### src/rtl/mdu_pkg.sv
// mdu_pkg: shared op codes, FSM states and constants for the alu_mdu_seq
// multiply/divide sequencer and its step logic.
package mdu_pkg;

    // Datapath ALU opcodes; must match the encoding of the shared ALU.
    localparam logic [3:0] ADD_OP = 4'b0000;
    localparam logic [3:0] SUB_OP = 4'b0001;

    // RV32M funct3 encodings
    localparam logic [2:0] OP_MUL    = 3'b000;
    localparam logic [2:0] OP_MULH   = 3'b001;
    localparam logic [2:0] OP_MULHSU = 3'b010;
    localparam logic [2:0] OP_MULHU  = 3'b011;
    localparam logic [2:0] OP_DIV    = 3'b100;
    localparam logic [2:0] OP_DIVU   = 3'b101;
    localparam logic [2:0] OP_REM    = 3'b110;
    localparam logic [2:0] OP_REMU   = 3'b111;

    localparam int         LP_ITERS    = 32;
    localparam logic [5:0] LP_CNT_LAST = 6'(LP_ITERS - 1);

    typedef enum logic [2:0] {
        IDLE   = 3'd0,
        PREP_A = 3'd1,
        PREP_B = 3'd2,
        ITER   = 3'd3,
        FIX    = 3'd4,
        DONE   = 3'd5
    } state_t;

    // Result lives in acc for MULH*/REM*, in mq for MUL/DIV*.
    function automatic logic f_sel_acc(input logic [2:0] op);
        return op[2] ? op[1] : (op[1:0] != 2'b00);
    endfunction

    // rs1 is treated as signed for MULH, MULHSU, DIV, REM.
    function automatic logic f_signed_a(input logic [2:0] op);
        return (op == OP_MULH) || (op == OP_MULHSU) || (op == OP_DIV) || (op == OP_REM);
    endfunction

    // rs2 is treated as signed for MULH, DIV, REM (not MULHSU).
    function automatic logic f_signed_b(input logic [2:0] op);
        return (op == OP_MULH) || (op == OP_DIV) || (op == OP_REM);
    endfunction

endpackage

### src/rtl/mdu_step.sv
// mdu_step: combinational single-step logic. Produces the ALU drive for one
// shift-add multiply or restoring divide step and, from the ALU's same-cycle
// result and carry, the next acc/mq values.
module mdu_step
    import mdu_pkg::*;
(
    input  logic        i_div,
    input  logic [31:0] i_acc,
    input  logic [31:0] i_mq,
    input  logic [31:0] i_md,
    input  logic [31:0] i_alu_result,
    input  logic        i_alu_carry,
    output logic [3:0]  o_alu_ctrl,
    output logic [31:0] o_alu_a,
    output logic [31:0] o_alu_b,
    output logic [31:0] o_acc_nxt,
    output logic [31:0] o_mq_nxt
);

    logic [31:0] w_rs;
    logic        w_qbit;

    // One step: divide shifts-and-trial-subtracts, multiply adds-and-shifts.
    // The md==0 term is needed because the ALU reports no carry for x - 0.
    always_comb begin
        w_rs   = {i_acc[30:0], i_mq[31]};
        w_qbit = i_acc[31] | i_alu_carry | (i_md == 32'd0);
        if (i_div) begin
            o_alu_ctrl = SUB_OP;
            o_alu_a    = w_rs;
            o_alu_b    = i_md;
            o_acc_nxt  = w_qbit ? i_alu_result : w_rs;
            o_mq_nxt   = {i_mq[30:0], w_qbit};
        end else begin
            o_alu_ctrl = ADD_OP;
            o_alu_a    = i_acc;
            o_alu_b    = i_mq[0] ? i_md : 32'd0;
            o_acc_nxt  = {i_alu_carry, i_alu_result[31:1]};
            o_mq_nxt   = {i_alu_result[0], i_mq[31:1]};
        end
    end

endmodule

### src/rtl/alu_mdu_seq.sv
// alu_mdu_seq: multi-cycle RV32M multiply/divide sequencer that borrows the
// shared datapath ALU for all of its arithmetic (32 iterations).
// Optional feature macro: MDU_SIGNED_EN adds PREP_A/PREP_B (operand negation)
// and FIX (result negation) states for the signed ops; without it the signed
// ops run as their unsigned counterparts.
//
// Handshake: istart is accepted only on a clock edge where the block is IDLE
// (obusy low) and iflush is low; iop/isrc_a/isrc_b are sampled on that edge.
// obusy is high from the cycle after accept until DONE returns to IDLE.
// ovalid pulses for exactly one cycle with oresult valid; oresult then holds
// until the next completion. iflush aborts synchronously, no ovalid follows.
module alu_mdu_seq
    import mdu_pkg::*;
#(
    parameter int MP_DATA_WIDTH = 32
) (
    input  logic                     iclk,
    input  logic                     irst_n,
    input  logic                     istart,
    input  logic [2:0]               iop,
    input  logic [MP_DATA_WIDTH-1:0] isrc_a,
    input  logic [MP_DATA_WIDTH-1:0] isrc_b,
    input  logic                     iflush,
    output logic                     obusy,
    output logic                     ovalid,
    output logic [MP_DATA_WIDTH-1:0] oresult,
    output logic [3:0]               oalu_ctrl,
    output logic [MP_DATA_WIDTH-1:0] oalu_src_a,
    output logic [MP_DATA_WIDTH-1:0] oalu_src_b,
    input  logic [MP_DATA_WIDTH-1:0] ialu_result,
    input  logic                     ialu_carry,
    output state_t                   odbg_state
);

    state_t      r_state;
    logic [31:0] r_acc;
    logic [31:0] r_mq;
    logic [31:0] r_md;
    logic [5:0]  r_cnt;
    logic [2:0]  r_op;
    logic        r_obusy;
    logic        r_ovalid;
    logic [31:0] r_oresult;
`ifdef MDU_SIGNED_EN
    logic        r_neg_a;
    logic        r_neg_b;
    logic [31:0] w_sel;
`endif

    logic [3:0]  w_step_ctrl;
    logic [31:0] w_step_a;
    logic [31:0] w_step_b;
    logic [31:0] w_acc_nxt;
    logic [31:0] w_mq_nxt;
    logic [3:0]  w_alu_ctrl;
    logic [31:0] w_alu_a;
    logic [31:0] w_alu_b;

    mdu_step u_step (
        .i_div        (r_op[2]),
        .i_acc        (r_acc),
        .i_mq         (r_mq),
        .i_md         (r_md),
        .i_alu_result (ialu_result),
        .i_alu_carry  (ialu_carry),
        .o_alu_ctrl   (w_step_ctrl),
        .o_alu_a      (w_step_a),
        .o_alu_b      (w_step_b),
        .o_acc_nxt    (w_acc_nxt),
        .o_mq_nxt     (w_mq_nxt)
    );

    // ALU drive per state; ADD 0+0 whenever the ALU is not needed.
    always_comb begin
        w_alu_ctrl = ADD_OP;
        w_alu_a    = 32'd0;
        w_alu_b    = 32'd0;
`ifdef MDU_SIGNED_EN
        w_sel      = f_sel_acc(r_op) ? r_acc : r_mq;
`endif
        case (r_state)
            ITER: begin
                w_alu_ctrl = w_step_ctrl;
                w_alu_a    = w_step_a;
                w_alu_b    = w_step_b;
            end
`ifdef MDU_SIGNED_EN
            PREP_A: if (r_neg_a) begin
                w_alu_ctrl = SUB_OP;
                w_alu_b    = r_mq;
            end
            PREP_B: if (r_neg_b) begin
                w_alu_ctrl = SUB_OP;
                w_alu_b    = r_md;
            end
            FIX: begin
                // Default is a pass-through (sel + 0); negations use 0 - x.
                w_alu_a = w_sel;
                if (((r_op == OP_MULH) || (r_op == OP_MULHSU)) && (r_neg_a ^ r_neg_b)) begin
                    // High word of -{acc,mq}: ~acc + (mq == 0)
                    w_alu_ctrl = SUB_OP;
                    w_alu_a    = (r_mq == 32'd0) ? 32'd0 : 32'hFFFF_FFFF;
                    w_alu_b    = r_acc;
                end else if ((r_op == OP_DIV) && (r_neg_a ^ r_neg_b) && (r_md != 32'd0)) begin
                    w_alu_ctrl = SUB_OP;
                    w_alu_a    = 32'd0;
                    w_alu_b    = r_mq;
                end else if ((r_op == OP_REM) && r_neg_a) begin
                    w_alu_ctrl = SUB_OP;
                    w_alu_a    = 32'd0;
                    w_alu_b    = r_acc;
                end
            end
`endif
            default: ;
        endcase
    end

    // Sequencer FSM with registered busy/valid/result; flush overrides all.
    always_ff @(posedge iclk or negedge irst_n) begin
        if (!irst_n) begin
            r_state   <= IDLE;
            r_acc     <= 32'd0;
            r_mq      <= 32'd0;
            r_md      <= 32'd0;
            r_cnt     <= 6'd0;
            r_op      <= 3'd0;
            r_obusy   <= 1'b0;
            r_ovalid  <= 1'b0;
            r_oresult <= 32'd0;
`ifdef MDU_SIGNED_EN
            r_neg_a   <= 1'b0;
            r_neg_b   <= 1'b0;
`endif
        end else begin
            r_ovalid <= 1'b0;
            if (iflush) begin
                r_state <= IDLE;
                r_obusy <= 1'b0;
            end else begin
                case (r_state)
                    IDLE: if (istart) begin
                        r_acc   <= 32'd0;
                        r_mq    <= isrc_a;
                        r_md    <= isrc_b;
                        r_cnt   <= 6'd0;
                        r_op    <= iop;
                        r_obusy <= 1'b1;
`ifdef MDU_SIGNED_EN
                        r_neg_a <= f_signed_a(iop) & isrc_a[31];
                        r_neg_b <= f_signed_b(iop) & isrc_b[31];
                        r_state <= PREP_A;
`else
                        r_state <= ITER;
`endif
                    end
`ifdef MDU_SIGNED_EN
                    PREP_A: begin
                        if (r_neg_a) r_mq <= ialu_result;
                        r_state <= PREP_B;
                    end
                    PREP_B: begin
                        if (r_neg_b) r_md <= ialu_result;
                        r_state <= ITER;
                    end
                    FIX: begin
                        r_oresult <= ialu_result;
                        r_ovalid  <= 1'b1;
                        r_state   <= DONE;
                    end
`endif
                    ITER: begin
                        r_acc <= w_acc_nxt;
                        r_mq  <= w_mq_nxt;
                        r_cnt <= r_cnt + 6'd1;
                        if (r_cnt == LP_CNT_LAST) begin
`ifdef MDU_SIGNED_EN
                            r_state   <= FIX;
`else
                            r_oresult <= f_sel_acc(r_op) ? w_acc_nxt : w_mq_nxt;
                            r_ovalid  <= 1'b1;
                            r_state   <= DONE;
`endif
                        end
                    end
                    DONE: begin
                        r_obusy <= 1'b0;
                        r_state <= IDLE;
                    end
                    default: r_state <= IDLE;
                endcase
            end
        end
    end

    assign obusy      = r_obusy;
    assign ovalid     = r_ovalid;
    assign oresult    = r_oresult;
    assign oalu_ctrl  = w_alu_ctrl;
    assign oalu_src_a = w_alu_a;
    assign oalu_src_b = w_alu_b;
    assign odbg_state = r_state;

endmodule

### config.mk
export PLATFORM = sky130hd
export DESIGN_NAME = alu_mdu_seq
export DESIGN_NICKNAME = d
export VERILOG_FILES = /design/src/rtl/mdu_pkg.sv /design/src/rtl/mdu_step.sv /design/src/rtl/alu_mdu_seq.sv
export SDC_FILE = /design/constraint.sdc
export NUM_CORES = 1
export LEC_CHECK = 0
export BUFFER_PORTS_ARGS = -buffer_cell sky130_fd_sc_hd__buf_2
export CAP_MARGIN = 40
export CORE_MARGIN = 2
export CORE_UTILIZATION = 54
export CTS_BUF_LIST = sky130_fd_sc_hd__clkbuf_4 sky130_fd_sc_hd__clkbuf_8 sky130_fd_sc_hd__clkbuf_16
export CTS_CLUSTER_DIAMETER = 40
export DETAILED_ROUTE_END_ITERATION = 16
export GPL_TIMING_DRIVEN = 0
export MAX_ROUTING_LAYER = met4
export PLACE_DENSITY = 0.78
export SETUP_SLACK_MARGIN = 0.05
export SLEW_MARGIN = 40
export SYNTH_ARGS = -nofsm -noshare
export SYNTH_HDL_FRONTEND = slang
export SYNTH_SLANG_ARGS = --single-unit
export TNS_END_PERCENT = 20
### constraint.sdc
create_clock -name iclk -period 2.6 [get_ports iclk]
set_clock_uncertainty 0.2 [all_clocks]
set_input_delay 0.52 -clock iclk [delete_from_list [all_inputs] [get_ports iclk]]
set_output_delay 0.52 -clock iclk [all_outputs]
set_load 0.05 [all_outputs]
# After elaboration in Yosys (flattened, before gate mapping)
# Cells that the tools add are included.
[classes]
n_addsub = 1
eq_ne = 6
n_mux = 28
n_bitwise = 3
reduce_logical = 10
[ops]
columns = ["cell", "n"]
rows = [
  ["2-to-1 mux 32 bit", 11],
  ["case mux 32 bit (2 select lines)", 2],
  ["logical NOT 32 bit", 1],
  ["case mux 6 bit (2 select lines)", 1],
  ["2-to-1 mux 3 bit", 3],
  ["AND reduction 3 bit", 3],
  ["2-to-1 mux 1 bit", 7],
  ["adder 6 x 1 -> 6 bit, second input constant", 1],
  ["== test 6 x 5 -> 1 bit, second input constant", 1],
  ["2-to-1 mux 6 bit", 1],
  ["!= test 3 bit, second input constant", 2],
  ["case mux 3 bit (2 select lines)", 1],
  ["2-to-1 mux 4 bit", 1],
  ["AND reduction 2 bit", 2],
  ["nonzero test 2 bit", 2],
  ["== test 3 x 2 -> 1 bit, second input constant", 1],
  ["== test 3 bit, second input constant", 1],
  ["logical NOT 3 bit", 1],
  ["nonzero test 3 bit", 1],
  ["!= test 2 bit, second input constant", 1],
  ["OR 1 bit", 2],
  ["case mux 1 bit (2 select lines)", 1],
  ["inverter 1 bit", 1],
]
[word_totals]
reg_bits = 142
wordCells = 57

# Longest topological paths before layout
[depth]
depth_word = 5
mapped_depth = 8
depth_no_buf = 6

# By module
# From an unflattened synthesis, not the netlist that was laid out.
[unflattened]
cells_unflattened = 828
hier_area_um2 = 9092.5
[by_module_without_submodules]
columns = ["module", "instances", "cells_each", "area_per_inst_um2"]
rows = [
  ["alu_mdu_seq", 1, 630, 7248.2],
  ["mdu_step", 1, 198, 1844.3],
]

# Worst setup path after synthesis
# Ideal clock, no wire load.
[synth_path]
kind = "reg-to-output"
startpoint = "reg r_op[2]"
endpoint = "out oalu_src_a[10]"
arrival_ps = 2286
required_time_ps = 1880
path_slack_ps = -406
stages_incl_launch_ff = 8
n_path_buf = 4
cell_sequence = "dfrtp_1 clkbuf_1 clkinv_1 clkbuf_1 buf_1 buf_1 nand2_1 a21oi_1"
[synth_via]
elab_chain_len = 2
[synth_rtl]
columns = ["item", "line", "text"]
rows = [
  ["start: declaration", "alu_mdu_seq.sv:40", "logic [2:0] r_op;"],
  ["start signal: assignment", "alu_mdu_seq.sv:147", "r_op <= iop;"],
  ["2-to-1 mux 32 bit", "mdu_step.sv:28", "if (i_div) begin"],
  ["2-to-1 mux 32 bit", "alu_mdu_seq.sv:81", "case (r_state)"],
  ["end: declaration", "alu_mdu_seq.sv:28", "output logic [MP_DATA_WIDTH-1:0] oalu_src_a,"],
]
# Every way passes these cells.

# Worst setup path after layout
[layout_path]
startpoint = "reg r_op[2]"
endpoint = "out oalu_src_a[2]"
# The elaborated chain is that of the path after synthesis.

==> metrics.cfg <==
[layout]
syn2layout_area_growth_pct = 35.1
layout-drive-gt1-share_pct = 35.6
fin_area_um2 = 11000
num_antenna_cells = 0
fill_cells = 1059
stdcell_count = 1328
layout.nets = 1236

[sta]
hold_viol_final = 0
whs_ps = 120
worst_pin_slew_ps = 746
max_freq_mhz = 380
relSlewSlack_pct = 50.1
period_share_pct = 101
setup_viol = 3
min_period_ps = 2630
setup_tns_ps = -36.7
maxSlewViolCount = 0
rsz0062_at_grt = yes
setup_ws_ps = -30.2

[drt]
drtIter0Drc = 1022
dr.pass1.iters = 5
wl_per_cell_um = 20.9
routed_wl_um = 27800
ant_nets = 0
via_per_inst = 6.28
drc = 0
via_count = 8341

[synth]
synth_flop_cell = dfrtp_1
synth_cell_types = 51
synth.avg_cell_area_um2 = 9.07
synth_edf_count = 0
synth_area_leaders = dfrtp_1 44%, mux2i_1 9.6%, a21oi_1 7.0%
synthTopCellsByCount = 142 x dfrtp_1, 124 x nand2_1, 114 x a21oi_1, 81 x nor2_1, 78 x mux2i_1
synth_top_area_share_pct = 43.7
async_flop_share_pct = 100
synthCells = 897
synth.most_common_cell = dfrtp_1
yosysWarningCount = 0
yosys.area.top_type = dfrtp_1
synth-seq-cells = 142
seq_area_frac_synth_pct = 43.7
synth_area_um2 = 8140

[worst_hold_path]
hold_depth = 2
hp-class = primary input to flip-flop
hold_end = obusy
min_from = iflush

[clock_network]
htree_levels = 4
cts.sink_count = 142
cts_tree = built
clkTransAtPathRegs_ps = 60
cts_made_buffers = 17
clock_latency_ps = 430
cts.path.max_buffers = 2
root_buffer = clkbuf_16

[setup_path]
r2r-end = oresult[12]
critPathKind = flip-flop to output pin
ff2ff_path_depth = 7
start_kind = flip-flop
crit_arrival_ps = 1910
r2r-start = r_md[30]
path_max_fanout = 10
endpoint_kind = output pin
reg2reg_slack_ps = 110
crit_required_ps = 1880

[grt]
grt_pass1_wl_um = 43000
grt_antenna_before_repair = 0
grt_pass1_vias = 8114
grt_overflow_total = 0
grt_max_degree = 75
grt_use_total_pct = 35.2

[die]
ioPinCount = 209
dieArea_um2 = 16100
die_w_um = 127
start_util_pct = 55.6
num_rows = 44
core_region_area_um2 = 14600
dieHeight_um = 127

[power]
leakage_uw = 0.00501
max-vdd-ir-drop_mv = 0.558
pwr_density_cell_nw_per_um2 = 638
totalPowerFinal_uw = 7020

[placement]
placed_area_um2 = 9660
portBuffers = 205
place_congestion = 0.995
post-place-cells = 1289
hpwl_um = 19200

[outcome]
outcome = finished, violations left
violations = negative setup slack

[run]
drv_cap = 0

==> report_power, final <==
part	internal (uW)	switching (uW)	total, uW
Sequential	2490	282	2770
Combinational	766	1140	1910
Clock	1330	1000	2330
Total	4590	2420	7020
==> critical path, cell delays in order, from the launching register on <==
cell	delay (ps)
dfrtp_2	470
buf_4	270
buf_4	220
nand2_1	110
a21oi_2	190
buf_4	230
==> through the flow <==
stage          setup WS [ps]  utilization (%)
6_report               -30.2             75.1
5_1_grt                -60.1             75.1
4_1_cts                -1.16             73.3
3_5_place_dp            -484             66.0
3_3_place_gp           -1570             65.7
2_1_floorplan           -113                -
==> cells in the final DEF (no fill, tap or decap), types with 13 or more instances in the layout <==
master	Yosys	layout
buf_2	18	156
buf_8	0	18
a22oi_1	17	17
a32o_1	14	14
o21ai_0	45	45
mux2_2	34	34
o2111ai_1	18	18
a21oi_4	0	14
and2_1	34	22
a21oi_1	114	86
a21oi_2	1	15
dfrtp_1	142	138
a221o_1	13	13
clkbuf_16	0	19
mux2i_1	78	78
nor2_1	81	72
buf_4	8	35
nand2_1	124	116
clkbuf_1	40	23
buf_6	1	41
inv_1	18	17
==> repair_timing <==
item,in CTS,in global routing
setup endpoints to repair,83,121
hold buffers,1,0
resized for setup,163,78
hold endpoints to repair,68,0
setup buffers,2,5
pin swaps,3,11
==> cell type report <==
cell class / count / area, um2 / area share [%]
timing repair buffer: 214 / 1520 / 13.8
sequential: 142 / 3560 / 32.4
inverter: 19 / 76.3 / 0.694
clock buffer: 18 / 439 / 3.99
tap: 184 / 230 / 2.09
buffer: 79 / 557 / 5.06
multi-input combinational: 658 / 4500 / 40.9
clock inverter: 14 / 120 / 1.09
==> kinds of logic after synthesis <==
kind of cell	after synthesis	synth area share, %
AND/OR/NAND/NOR	273	14.8
AO/OA/AOI/OAI	267	21.5
flip-flops	142	43.7
multiplexers	112	14.3
buffers and inverters	99	5.30
XOR/XNOR	2	0.215
adder cells (fa/ha/maj)	1	0.154
other	1	0.0461
==> metal layers <==
| layer | GRT usage [%] | routed length [um] |
|---|---|---|
| met5 | - | 0 |
| met4 | 13.0 | 1080 |
| met3 | 6.54 | 2260 |
| met2 | 55.0 | 13200 |
| met1 | 46.2 | 11300 |
==> registers in the layout, indices dropped and copies added (netlist names) <==
signal / cells
ovalid: 1
r_cnt: 6
oresult: 32
r_md: 32
r_op: 3
r_acc: 32
odbg_state: 3
obusy: 1
r_mq: 32
==> worst max path at each step <==
| stage | slack [ps] | startpoint | to | cells after the start |
|---|---|---|---|---|
| after floorplan | -110 | r_op[2] | oalu_src_a[1] | 6 |
| after global placement | -1570 | irst_n | odbg_state[2] | 1 |
| after detailed placement | -480 | r_op[2] | oalu_src_a[27] | 8 |
| after CTS | -1 | r_op[2] | oalu_src_b[24] | 6 |
| after global routing | -60 | r_op[2] | oalu_src_a[12] | 7 |
| final | -30 | r_op[2] | oalu_src_a[2] | 5 |
(Power assumes the default switching activity.)
